[config.mk]
export PLATFORM = sky130hd
export DESIGN_NAME = reg_serializer
export DESIGN_NICKNAME = d
export VERILOG_FILES = /design/src/rtl/reg_serializer_pkg.sv /design/src/rtl/reg_serializer_bit_counter.sv /design/src/rtl/reg_serializer.sv
export SDC_FILE = /design/constraint.sdc
export NUM_CORES = 1
export LEC_CHECK = 0
export ABC_AREA = 0
export BUFFER_PORTS_ARGS = -buffer_cell sky130_fd_sc_hd__buf_2
export CAP_MARGIN = 20
export CORE_UTILIZATION = 38
export DETAILED_ROUTE_END_ITERATION = 7
export GPL_TIMING_DRIVEN = 1
export PLACE_DENSITY_LB_ADDON = 0.3
export SYNTH_ARGS = -nofsm -noshare
export SYNTH_HDL_FRONTEND = slang
export SYNTH_SLANG_ARGS = --single-unit
[constraint.sdc]
create_clock -name clk -period 2.05 [get_ports clk]
set_input_delay 0.5125 -clock clk [delete_from_list [all_inputs] [get_ports clk]]
set_output_delay 0.5125 -clock clk [all_outputs]
set_load 0.02 [all_outputs]
[src/rtl/reg_serializer_pkg.sv]
// Shared definitions for the register serializer: default word width and FSM state encodings.
package reg_serializer_pkg;

    localparam int DEFAULT_WIDTH = 16;

    localparam logic [1:0] IDLE  = 2'd0;
    localparam logic [1:0] SHIFT = 2'd1;
    localparam logic [1:0] DONE  = 2'd2;

endpackage

[src/rtl/reg_serializer_bit_counter.sv]
// Frame bit counter: counts 0..WIDTH-1 and flags the last bit of a frame.
module bit_counter
    import reg_serializer_pkg::*;
#(
    parameter int WIDTH = DEFAULT_WIDTH
) (
    input  logic clk,
    input  logic reset,
    input  logic clear,
    input  logic enable,
    output logic tc
);

    localparam int CW = $clog2(WIDTH);

    logic [CW-1:0] count;

    // Clear wins over enable so the count restarts cleanly at the end of every frame
    always_ff @(posedge clk or posedge reset) begin
        if (reset) begin
            count <= '0;
        end else if (clear) begin
            count <= '0;
        end else if (enable) begin
            count <= count + 1'b1;
        end
    end

    assign tc = (count == CW'(WIDTH - 1));

endmodule

[src/rtl/reg_serializer.sv]
// Parallel-in / serial-out transmitter: captures a word on an accepted load and shifts it out one bit per clock.
module reg_serializer
    import reg_serializer_pkg::*;
#(
    parameter int WIDTH     = DEFAULT_WIDTH,
    parameter bit MSB_FIRST = 1'b1
) (
    input  logic             clk,
    input  logic             reset,
    input  logic [WIDTH-1:0] in,
    input  logic             load,
    output logic             ready,
    output logic             sout,
    output logic             sout_valid,
    output logic             done,
    output logic [WIDTH-1:0] out
);

    logic [1:0]       state;
    logic [WIDTH-1:0] shreg;
    logic [WIDTH-1:0] shreg_next;
    logic             tc;

    function automatic logic head_bit(input logic [WIDTH-1:0] w);
        return MSB_FIRST ? w[WIDTH-1] : w[0];
    endfunction

    always_comb begin
        shreg_next = MSB_FIRST ? {shreg[WIDTH-2:0], 1'b0} : {1'b0, shreg[WIDTH-1:1]};
    end

    bit_counter #(.WIDTH(WIDTH)) u_bit_counter (
        .clk    (clk),
        .reset  (reset),
        .clear  ((state != SHIFT) || tc),
        .enable (state == SHIFT),
        .tc     (tc)
    );

    // sout is registered from the next shift value so it always shows the bit currently in flight
    always_ff @(posedge clk or posedge reset) begin
        if (reset) begin
            state      <= IDLE;
            shreg      <= '0;
            out        <= '0;
            ready      <= 1'b1;
            sout       <= 1'b0;
            sout_valid <= 1'b0;
            done       <= 1'b0;
        end else begin
            case (state)
                IDLE: begin
                    done <= 1'b0;
                    if (load && ready) begin
                        state      <= SHIFT;
                        shreg      <= in;
                        out        <= in;
                        ready      <= 1'b0;
                        sout_valid <= 1'b1;
                        sout       <= head_bit(in);
                    end
                end
                SHIFT: begin
                    if (tc) begin
                        state      <= DONE;
                        shreg      <= '0;
                        sout_valid <= 1'b0;
                        sout       <= 1'b0;
                        done       <= 1'b1;
                    end else begin
                        shreg <= shreg_next;
                        sout  <= head_bit(shreg_next);
                    end
                end
                DONE: begin
                    state <= IDLE;
                    done  <= 1'b0;
                    ready <= 1'b1;
                end
                default: begin
                    state      <= IDLE;
                    shreg      <= '0;
                    ready      <= 1'b1;
                    sout       <= 1'b0;
                    sout_valid <= 1'b0;
                    done       <= 1'b0;
                end
            endcase
        end
    end

endmodule
# ---- After elaboration in Yosys (flattened, before gate mapping)
# Index checks and enable logic that the tools add are counted.
dict set report word_totals {
  input_bits 19
  out_inout_bits 20
  elab_cells 44
  regBits 41
}
dict set report classes {
  bitwise_logic 2
  eq_ne 6
  add_sub_neg 1
  n_reduce_logical 9
  mux 18
}
# cell count
set ops {}
lappend ops {{15-bit one-hot mux with 3 select lines} 1}
lappend ops {{15-bit two-way mux} 2}
lappend ops {{4-bit two-way mux} 2}
lappend ops {{2-bit AND reduction} 4}
lappend ops {{1-bit two-way mux} 7}
lappend ops {{1-bit one-hot mux with 3 select lines} 2}
lappend ops {{4-bit by 1-bit adder with 4-bit output (second input constant)} 1}
lappend ops {{4-bit equality test (second input constant)} 1}
lappend ops {{2-bit two-way mux} 2}
lappend ops {{2-bit inequality test (second input constant)} 2}
lappend ops {{2-bit one-hot mux with 2 select lines} 1}
lappend ops {{3-bit AND reduction} 1}
lappend ops {{2-bit by 1-bit equality test with 1-bit output (second input constant)} 1}
lappend ops {{2-bit equality test (second input constant)} 1}
lappend ops {{2-bit zero test} 1}
lappend ops {{2-bit by 1-bit inequality test with 1-bit output (second input constant)} 1}
lappend ops {{1-bit inverter} 2}
lappend ops {{1-bit one-hot mux with 2 select lines} 1}
lappend ops {{2-bit nonzero test} 1}
lappend ops {{1-bit logical AND} 1}
lappend ops {{1-bit logical OR} 1}

# ---- Logic depth before layout (Yosys ltp)
# Gate-level depths: netlist of the first run.
dict set report depth {
  ltp_word 3
  ltp_mapped 6
  depth_no_buf 4
}

# ---- By module
# A second synthesis of the first run with hierarchy kept.
dict set report hier_totals {
  hier_cells 122
  hier_area_um2 1770.4
}
# module area_per_inst_um2 n_inst cells_each seq_area_each_um2
set by_module_without_submodules {}
lappend by_module_without_submodules {reg_serializer 1567.8 1 104 927.1}
lappend by_module_without_submodules {bit_counter 202.7 1 18 100.1}

# ---- Worst setup path before layout of the first run
# No wires, ideal clock.
dict set report synth_path {
  path_type {reg-to-reg}
  from {register ready}
  to {register out[0]}
  path_slack_ns 0.544
  path_buffers 1
  period_less_slack_ns 1.506
  stages_incl_launch_ff 4
  arrival_ns 1.381
  required_ns 1.925
  setup_time_ns 0.125
  path_cell_list {dfstp_2 and4bb_4 buf_2 mux2_2}
}
dict set report synth_via {
  elab_chain_len 2
}
# element line
set synth_rtl {}
lappend synth_rtl {{from (decl)} reg_serializer.sv:12} ;# output logic ready,
lappend synth_rtl {{from (signal assigned)} reg_serializer.sv:46} ;# ready <= 1'b1;
lappend synth_rtl {{from (signal assigned)} reg_serializer.sv:58} ;# ready <= 1'b0;
lappend synth_rtl {{from (signal assigned)} reg_serializer.sv:78} ;# ready <= 1'b1;
lappend synth_rtl {{1-bit logical AND} reg_serializer.sv:54} ;# if (load && ready) begin
lappend synth_rtl {{2-bit AND reduction (no source line)} n/a}
lappend synth_rtl {{to (signal assigned)} reg_serializer.sv:57} ;# out <= in;
lappend synth_rtl {{to (decl)} reg_serializer.sv:16} ;# output logic [WIDTH-1:0] out
# No other way between the ends.
# A chain may end at the register's enable or synchronous reset.

# ---- Worst setup path in the final report of the first run
dict set report layout_path {
  from {register u_bit_counter.count[0]}
  to {register shreg[12]}
}
dict set report layout_via {
  elab_chain_len 3
}
# element line
set layout_rtl {}
lappend layout_rtl {{from (decl)} reg_serializer_bit_counter.sv:16} ;# logic [CW-1:0] count;
lappend layout_rtl {{from (signal assigned)} reg_serializer_bit_counter.sv:25} ;# count <= count + 1'b1;
lappend layout_rtl {{4-bit equality test} reg_serializer_bit_counter.sv:29} ;# assign tc = (count == CW'(WIDTH - 1));
lappend layout_rtl {{15-bit two-way mux} reg_serializer.sv:64} ;# if (tc) begin
lappend layout_rtl {{15-bit one-hot mux with 3 select lines} reg_serializer.sv:51} ;# case (state)
lappend layout_rtl {{to (signal assigned)} reg_serializer.sv:56} ;# shreg <= in;
lappend layout_rtl {{to (signal assigned)} reg_serializer.sv:71} ;# shreg <= shreg_next;
lappend layout_rtl {{to (decl)} reg_serializer.sv:20} ;# logic [WIDTH-1:0] shreg;
# No other way between the ends.

==> results of run 1 <==
-- path summary, 6_finish.rpt --
| kind | start | end | slack, ns | cells after the start |
|---|---|---|---|---|
| max reg2reg | u_bit_counter.count[0] | shreg[12] | 0.44 | 4 |
| min reg2reg | out[10] | out[10] | 0.47 | 1 |
| min in group clk | out[10] | out[10] | 0.47 | 1 |
| max in group asynchronous | reset | ready | 1.34 | 3 |
| max | u_bit_counter.count[0] | shreg[12] | 0.44 | 4 |
| min | reset | out[2] | 0.33 | 3 |
-- cells in the final DEF, fill, tap and decap left out, types with 2 or more instances in the layout --
master / synthesis / layout
nand2_1: 3 / 3
nand3_1: 2 / 2
a21o_1: 15 / 15
buf_2: 2 / 38
a221o_1: 15 / 15
nor2_1: 8 / 8
clkbuf_8: 0 / 6
a21oi_1: 2 / 2
buf_4: 0 / 3
and2_1: 16 / 16
inv_1: 3 / 3
dfrtp_1: 40 / 40
-- logic make-up after synthesis --
kind of cell	count (synthesis)	share of synthesized area, %
AND/OR/NAND/NOR	33	11.89
adder cells (fa/ha/maj)	1	0.7817
XOR/XNOR	2	1.095
flip-flops	41	64.19
buffers and inverters	8	2.971
multiplexers	1	0.7036
AO/OA/AOI/OAI	34	18.37
-- worst max-delay path: stages (launching register included) --
cell and delay, ns:
dfrtp_1 0.38, ha_1 0.22, nand3_2 0.13, and2_1 0.34, a221o_1 0.42
-- metrics by stage --
stage,cells,cell area (um2),hold slack [ns],total power [mW],setup WS [ns]
after floorplan,120,1600,0.4317,2.033,0.5441
after global placement,206,1839,0.4467,2.285,0.5326
after detailed placement,206,1839,0.4602,2.330,0.4624
after CTS,214,1956,0.3610,2.998,0.4495
after global routing,214,1956,0.4000,3.151,0.3577
final,214,1956,0.3342,2.974,0.4373
-- layer usage --
| metal | track usage, % | share of wire [%] |
|---|---|---|
| met1 | 18.66 | 44 |
| met2 | 26.26 | 52 |
| met4 | 5.053 | 0.32 |
| met5 | 0 | 0 |
| met3 | 3.425 | 3.9 |
-- flip-flops by register name, indices dropped and copies added, names as in the netlist --
register / count
ready: 1
sout_valid: 1
done: 1
out: 16
u_bit_counter.count: 4
state: 2
sout: 1
shreg: 15
-- power breakdown --
group | switching (mW) | leakage (nW) | internal, mW
clock | 0.269 | 0.0585 | 0.397
sequential | 0.198 | 0.531 | 1.13
combinational | 0.556 | 0.484 | 0.425
total | 1.02 | 1.07 | 1.95
-- synth_stat cells --
library cell and n:
dfstp_2 1, and3_1 1, inv_1 3, nand2_1 3, clkbuf_1 1, nor2_1 8, buf_6 2, xor2_1 1
a21o_1 15, a21oi_1 2, ha_1 1, a221o_1 15, mux2_2 1, a31oi_2 1, a22o_1 1, nor2b_1 1
buf_2 2, xnor2_1 1, nand3_2 1, and2_1 16, nand3_1 2, dfrtp_1 40, and4bb_4 1
-- final cells by class --
class                   instances  area, um2  share of cell area [%]
clock buffers                   7      86.33                   4.415
repair buffers                 41      212.7                   10.88
flip-flops and latches         41       1027                   52.53
clock inverters                 1      30.03                   1.536
inverters                       3      11.26                  0.5758
multi-input cells              71      525.5                   26.87
well taps                      50      62.56                   3.199
==> impl_metrics.csv, run 1 <==
group,metric,value,unit
routing,vias,1086,
floorplanning,core-area,4029,um2
layout,area_growth_syn_to_layout,22.21,%
timing,skew,0.002016,ns
flow_run,drv_cap,0,
layout,fin_util,48.54,%
synth,yosys.area.top_type,"dfrtp_1",
pwr,p_per_area,1521,nW/um2
critical_path,end_kind,"flip-flop",
synth,ys_types,23,
timing,fin_crit_sh,78.67,%
grt,grt_pass1_wl,5.043,mm
clocking,cts_max_path_buffers,2,
floorplanning,die_area,4475,um2
timing,max_freq,620.1,MHz
critical_path,path_max_fanout,15,
clocking,clk_latency,0.28,ns
layout,drive_gt1_share,32.32,%
routing,ant_nets,0,
clocking,postCtsHoldBufs,0,
pwr,leakagePower,1.074,nW
timing,slew_viol_final,0,
synth,syn_inst,120,
clocking,post_cts_resized,0,
grt,grt_max_degree,42,
timing,final-setup-viol-count,0,
worst_hold_path,hold_path.class,"in -> async",
timing,fin_tns_setup,0,ns
run_status,status,"completed",
floorplanning,rows,23,
routing,drc,0,
timing,slew_headroom,63.17,%
grt,grt_pass1_vias,1127,
floorplanning,die_x,66.90,um
layout,final_nets,183,
place,dpl.hpwl,2.190,mm
pwr,irDropWorstVdd,666.4,uV
clocking,htree_levels,2,
synth,synth_top_area_share,62.55,%
grt,grt_overflow,0,
floorplanning,ios,39,
synth,yosys_warnings,0,
clocking,cts_tree,"done",
synth,ys_top_cells_by_area,"dfrtp_1 (63%), a221o_1 (9.4%), a21o_1 (7.0%)",
clocking,cts_buffers,5,
synth,synth_nets,140,
synth,synth-seq-cells,41,
synth,ys_seq_area_share,64.19,%
layout,fillers,371,
timing,finalCriticalPeriod,1.613,ns
synth,syn-cell-area,1600,um2
clocking,cts.root.buffer_cell,"clkbuf_8",
place,io_buffers,38,
critical_path,crit_type,"reg -> reg",
timing,grt_setup_unrepaired,"false",
place,place_congestion,0.7921,
grt,antenna_found_initial,0,
layout,n_antenna_cell,0,
timing,finalHoldViolCount,0,
critical_path,worstPathRequired,2.22,ns
timing,worst_pin_slew,0.5525,ns
grt,grtUsageTotal,15.25,%
synth,avgSynthCellArea,13.34,um2
clocking,cts.sinks,41,
floorplanning,die_h,66.90,um
routing,drt_iter0_markers,38,
routing,wl_per_cell,14.63,um
routing,viasPerCell,5.075,
routing,first_pass_iters,4,
clocking,clkTransAtPathRegs,0.08,ns
critical_path,critPathArrivalTime,1.78,ns
clocking,cts_setup_buffers,0,
critical_path,startpoint_type,"flip-flop",
floorplanning,start_util,39.72,%
routing,wirelength,3.131,mm
Note: power is estimated with default switching activity, not from simulation.
==> inputs of run 2 (changes only) <==
--- a/config.mk
+++ b/config.mk
@@ -5,7 +5,7 @@
 export SDC_FILE = /design/constraint.sdc
 export NUM_CORES = 1
 export LEC_CHECK = 0
-export ABC_AREA = 0
+export ABC_AREA = 1
 export BUFFER_PORTS_ARGS = -buffer_cell sky130_fd_sc_hd__buf_2
 export CAP_MARGIN = 20
 export CORE_UTILIZATION = 38
==> constraint.sdc (replaced) <==
create_clock -name clk -period 1.4 [get_ports clk]
set_input_delay 0.35 -clock clk [delete_from_list [all_inputs] [get_ports clk]]
set_output_delay 0.35 -clock clk [all_outputs]
set_load 0.02 [all_outputs]
==> run 2 against run 1 <==
Via count up 31%. Largest cell class unchanged. Highest routed layer unchanged. Sequential cell count is the same. Clock skew up 0.011 ns. Wire length is 18% higher. Clock power up 49%. Critical endpoint is now ready. Clock-buffer cell count is the same. Global-route usage increased by 1.8 points. Die area grew 12%. Non-clock buffer count rose by 9. Worst hold slack lost 0.24 ns.
==> impl_metrics.csv, run 2 <==
group,metric,value,unit
grt,grt_pass1_wl,6.417,mm
synth,yosys.area.top_type,"dfrtp_1",
timing,slew_headroom,79.95,%
clocking,cts.sinks,41,
clocking,cts_max_path_buffers,2,
timing,finalHoldViolCount,0,
critical_path,path_buf_inv,1,
pwr,p_per_area,2314,nW/um2
synth,dominantRegCellSynth,"dfrtp_1",
synth,ys_seq_area_share,56.93,%
floorplanning,core-area,4444,um2
clocking,cts_setup_buffers,0,
floorplanning,die_area,5028,um2
layout,multi_input_area,661.9,um2
floorplanning,die_x,70.91,um
synth,synth-seq-cells,41,
critical_path,critical_path.slowest_cell,"dfstp_2",
timing,finalCriticalPeriod,1.340,ns
layout,final_common_cell,"nand2_1",
critical_path,end_kind,"output port",
critical_path,worstReg2RegEnd,"shreg[8]",
pwr,irDropWorstVdd,851.0,uV
synth,ys_types,21,
critical_path,ff2ff_path_depth,7,
clocking,cts_tree,"done",
pwr,leakagePower,1.236,nW
clocking,clk_latency,0.30,ns
timing,max_freq,746.3,MHz
worst_hold_path,hold_path.class,"in -> async",
timing,whs,0.09661,ns
timing,fin_crit_sh,95.71,%
routing,drc,0,
layout,area_growth_syn_to_layout,21.91,%
critical_path,cp_slowest_stage_delay,0.55,ns
routing,wl_per_cell,12.12,um
place,placed_cell_area,2081,um2
clocking,cts_buffers,5,
synth,async_reset_ff_share,100.0,%
timing,skew,0.01260,ns
layout,fin_cells,306,
synth,synth.most_common_cell,"nand2_1",
synth,synthTopCellsByCount,"nand2_1 (95), dfrtp_1 (40), o21ai_0 (17)",
clocking,cts.root.buffer_cell,"clkbuf_8",
layout,drive_gt1_share,26.77,%
layout,largest_reg_flops,16,
critical_path,worstPathRequired,1.05,ns
grt,antenna_found_initial,0,
critical_path,critPathTopFamily,"flip-flops",
floorplanning,start_util,40.60,%
critical_path,r2r-start,"u_bit_counter.count[0]",
place,dpl.hpwl,2.504,mm
floorplanning,ios,39,
grt,grt_max_degree,42,
synth,yosys_warnings,0,
place,place_congestion,0.7440,
routing,ant_nets,0,
layout,regMostFlops,"out",
layout,top_regs,"out: 16 flops, shreg: 15 flops, u_bit_counter.count: 4 flops",
synth,avgSynthCellArea,8.844,um2
grt,grt_pass1_vias,1351,
layout,fillers,442,
synth,synth_nets,224,
critical_path,r2r_setup_slack,0.14,ns
routing,vias,1425,
critical_path,crit_chain,"buf_4",
clocking,htree_levels,2,
timing,worst_pin_slew,0.3008,ns
grt,grt_overflow,0,
timing,final-setup-viol-count,0,
critical_path,startpoint_type,"flip-flop",
routing,first_pass_iters,8,
critical_path,crit_type,"reg -> out",
synth,synth_edf_count,0,
floorplanning,die_h,70.91,um
layout,most-common-layout-cells,"nand2_1 (95), dfrtp_1 (40), buf_2 (37), o21ai_0 (17), nand3_1 (14)",
critical_path,critPathArrivalTime,0.99,ns
run_status,status,"completed",
critical_path,path_max_fanout,3,
layout,seq_area,1027,um2
clocking,clkTransAtPathRegs,0.08,ns
floorplanning,rows,24,
timing,slew_viol_final,0,
timing,grt_setup_unrepaired,"false",
routing,drt_iter0_markers,93,
layout,n_antenna_cell,0,
synth,syn_inst,204,
layout,final_nets,273,
synth,syn-cell-area,1804,um2
place,dp.cells,298,
timing,fin_tns_setup,0,ns
routing,viasPerCell,4.657,
grt,grtUsageTotal,17.02,%
flow_run,drv_cap,0,
place,io_buffers,38,
layout,finalInstanceArea,2200,um2
synth,synth_top_area_share,55.48,%
synth,ys_top_cells_by_area,"dfrtp_1 (55%), nand2_1 (20%), o21ai_0 (4.7%)",
critical_path,crit_cells,1,
routing,wirelength,3.708,mm
run 2: cell count changes in the layout (fill, tap and decap cells not counted), moves of 2 or more:
cell     change
inv_2        +2
nand3_1     +12
o21ai_0     +17
a21oi_1      -2
buf_4        +9
nand2_1     +92
a21o_1      -15
nand2_2      +2
a221o_1     -15
nand3_2      +2
inv_1        +4
nor2_4       +2
and2_1      -16
run 2: power by group:
group,internal (mW),switching [mW]
logic,0.798,1.32
clock network,0.582,0.412
registers,1.70,0.281
run 2: layout make-up:
class / instances / share of cell area, %
Sequential cell: 41 / 46.70
Multi-Input combinational cell: 146 / 30.09
Clock buffer: 7 / 3.925
Clock inverter: 1 / 1.365
Tap cell: 52 / 2.958
Inverter: 9 / 1.536
Timing Repair Buffer: 50 / 13.42
run 2: logic make-up after synthesis:
kind of cell / count (synthesis) / synth area share, %
adder cells (fa/ha/maj): 1 / 0.6934
buffers and inverters: 17 / 6.380
AO/OA/AOI/OAI: 20 / 6.311
flip-flops: 41 / 56.94
AND/OR/NAND/NOR: 123 / 28.71
XOR/XNOR: 2 / 0.9711
run 2: what timing repair did:
| item | in CTS | in global routing |
|---|---|---|
| gates resized for setup | 0 | 1 |
| setup endpoints to repair | 0 | 1 |
| hold buffers | 0 | 0 |
run 2: worst max-delay path by stage:
stage,from,endpoint,slack (ns)
4_1_cts,ready,ready,0.03
3_3_place_gp,ready,shreg[0],0.18
5_1_grt,u_bit_counter.count[0],shreg[5],0.007
3_5_place_dp,u_bit_counter.count[0],shreg[8],0.15
6_report,ready,ready,0.06
2_1_floorplan,ready,sout,0.05
run 2: stage by stage:
stage	util [%]	worst slack (ns)	power [mW]
after CTS	49.44	0.02569	5.160
after global placement	46.82	0.1801	4.104
after floorplan	-	0.05080	3.524
after detailed placement	46.82	0.1504	4.138
final	49.49	0.06004	5.091
after global routing	49.49	0.007262	5.549
run 2: metal layers:
| layer | up-vias | wire length [um] | global-route usage [%] |
|---|---|---|---|
| met4 | 0 | 61 | 8.000 |
| li1 | 733 | - | - |
| met2 | 38 | 1612 | 24.89 |
| met1 | 650 | 1861 | 22.76 |
| met5 | - | 0 | 0 |
| met3 | 4 | 173 | 5.840 |
==> inputs of run 3 (changes only) <==
--- a/config.mk
+++ b/config.mk
@@ -15,3 +15,4 @@
 export SYNTH_ARGS = -nofsm -noshare
 export SYNTH_HDL_FRONTEND = slang
 export SYNTH_SLANG_ARGS = --single-unit
+export TNS_END_PERCENT = 50
==> constraint.sdc (replaced) <==
create_clock -name clk -period 1.2 [get_ports clk]
set_input_delay 0.3 -clock clk [delete_from_list [all_inputs] [get_ports clk]]
set_output_delay 0.3 -clock clk [all_outputs]
set_load 0.02 [all_outputs]
==> run 3 against run 2 <==
The run now ends with setup timing left. Via count up 5.3%. Worst setup slack worse by 0.16 ns. First-iteration DRC count down 26%. Total power up 27%. Clock skew down 0.0038 ns. Worst hold slack better by 0.17 ns. Critical path type unchanged. Wire length up 11%. Sequential power up 18%. Clock power down 12%. Highest routed layer unchanged. Critical path depth unchanged. Design area up 9.7%.
==> impl_metrics.csv, run 3 (synthesis gave the netlist of run 2 again) <==
group,metric,value,unit
run_status,status,"complete, but fails checks",
run_status,violations,"setup timing",
critical_path,end_kind,"output port",
timing,grt_setup_unrepaired,"true",
critical_path,cp_slowest_stage_delay,0.58,ns
layout,top_regs,"out: 16 flops, shreg: 15 flops, u_bit_counter.count: 4 flops",
layout,largest_reg_flops,16,
routing,wl_per_cell,13.08,um
critical_path,path_max_fanout,3,
floorplanning,die_h,70.91,um
routing,first_pass_iters,6,
worst_hold_path,hold_path.class,"in -> reg",
grt,grt_overflow,0,
layout,fin_util,54.28,%
clocking,cts_max_path_buffers,2,
pwr,irDropWorstVdd,1216,uV
layout,final_common_cell,"nand2_1",
critical_path,critPathTopFamily,"flip-flops",
layout,finalInstanceArea,2412,um2
clocking,cts_buffers,5,
critical_path,worstPathRequired,0.90,ns
grt,grtUsageTotal,18.10,%
floorplanning,die_area,5028,um2
routing,vias,1501,
clocking,cts.root.buffer_cell,"clkbuf_8",
timing,finalHoldViolCount,0,
pwr,leakagePower,1.310,nW
critical_path,path_buf_inv,1,
place,place_congestion,0.7555,
timing,layout_setup_ws,-0.09740,ns
layout,most-common-layout-cells,"nand2_1 (75), dfrtp_1 (39), buf_2 (37), nand2_2 (17), nand3_1 (14)",
clocking,clkTransAtPathRegs,0.07,ns
timing,skew,0.008758,ns
grt,grt_pass1_wl,6.858,mm
grt,grt_max_degree,21,
routing,drc,0,
flow_run,drv_cap,0,
layout,drive_gt1_share,39.16,%
floorplanning,start_util,40.60,%
routing,wirelength,4.120,mm
timing,slew_headroom,75.78,%
layout,fillers,418,
floorplanning,core-area,4444,um2
routing,drt_iter0_markers,69,
pwr,p_per_area,2680,nW/um2
critical_path,critical_path.slowest_cell,"dfstp_2",
layout,n_antenna_cell,0,
layout,regMostFlops,"out",
timing,finalCriticalPeriod,1.297,ns
layout,area_growth_syn_to_layout,33.70,%
routing,viasPerCell,4.765,
clocking,cts.sinks,41,
floorplanning,die_x,70.91,um
floorplanning,rows,24,
place,placed_cell_area,2110,um2
critical_path,crit_chain,"buf_6",
timing,fin_crit_sh,108.1,%
critical_path,critPathArrivalTime,1.00,ns
timing,slew_viol_final,0,
timing,worst_pin_slew,0.3626,ns
clocking,cts_tree,"done",
place,io_buffers,38,
clocking,clk_latency,0.30,ns
critical_path,startpoint_type,"flip-flop",
timing,max_freq,770.8,MHz
timing,final-setup-viol-count,18,
routing,ant_nets,0,
grt,antenna_found_initial,0,
layout,final_nets,282,
floorplanning,ios,39,
place,dpl.hpwl,2.608,mm
critical_path,crit_type,"reg -> out",
clocking,htree_levels,2,
grt,grt_pass1_vias,1462,
==> run 3: changes by cell type in the layout (fill, tap and decap cells not counted), sizes merged <==
cell / delta
clkbuf: +1
bufinv: -1
dlygate4sd3: +1
buf: +6
nand2: +1
clkinvlp: +1
==> run 3: metrics by stage <==
stage          cells  TNS [ns]  power, mW  setup WS (ns)  hold slack [ns]
2_1_floorplan    204    -1.680      4.131        -0.1475           0.2848
3_3_place_gp     299   -0.3966      4.829       -0.03960           0.3020
3_5_place_dp     299    -1.211      4.875       -0.08861           0.3011
4_1_cts          311    -1.036      5.923        -0.1108           0.2542
5_1_grt          315    -2.226      6.967        -0.1261           0.2796
6_report         315   -0.9921      6.464       -0.09740           0.2627
==> run 3: final timing paths <==
check | start | to | slack [ns] | cells past startpoint
max in group asynchronous | reset | state[1] | 0.26 | 4
min reg2reg | out[7] | out[7] | 0.48 | 2
max reg2reg | ready | shreg[9] | -0.07 | 6
min | in[0] | shreg[0] | 0.26 | 3
min in group asynchronous | reset | shreg[9] | 0.53 | 3
max | ready | ready | -0.1 | 1
==> run 3: power breakdown <==
part / switching [mW] / internal, mW
Combinational: 1.92 / 1.33
Clock: 0.459 / 0.413
Sequential: 0.356 / 1.98
==> run 3: area by class of cell <==
class                           count  area, um2  share of cell area, %
Clock buffer                        8      80.08                  3.320
Inverter                            9      42.54                  1.763
Multi-Input combinational cell    147      785.8                  32.57
Sequential cell                    41       1028                  42.64
Tap cell                           52      65.06                  2.697
Timing Repair Buffer               57      399.1                  16.55
Timing Repair inverter              1      11.26                 0.4668
==> run 3: layer usage <==
layer | GRT usage [%] | part of all wire [%] | wire length, um | up-vias
met5 | 0 | 0 | 0 | -
met4 | 8.889 | 2.5 | 102 | 0
met3 | 4.416 | 3.6 | 150 | 9
met2 | 28.95 | 46 | 1912 | 36
met1 | 23.08 | 47 | 1954 | 698
li1 | - | - | - | 758
==> run 3: timing repair <==
| item | in CTS | in global routing |
|---|---|---|
| cloned | 2 | 0 |
| hold buffers | 1 | 0 |
| setup endpoints to repair | 36 | 35 |
| pin swaps | 8 | 27 |
| gates resized for setup | 12 | 46 |
| endpoints found under the hold margin | 12 | 0 |
| setup buffers | 1 | 4 |
==> run 3: worst register-to-register path, stage by stage, from the launching register on <==
cell and delay, ns:
dfstp_2 0.58, nand2_4 0.08, o21ai_4 0.16, buf_12 0.15, buf_8 0.14, nand2_1 0.06, nand2_1 0.06
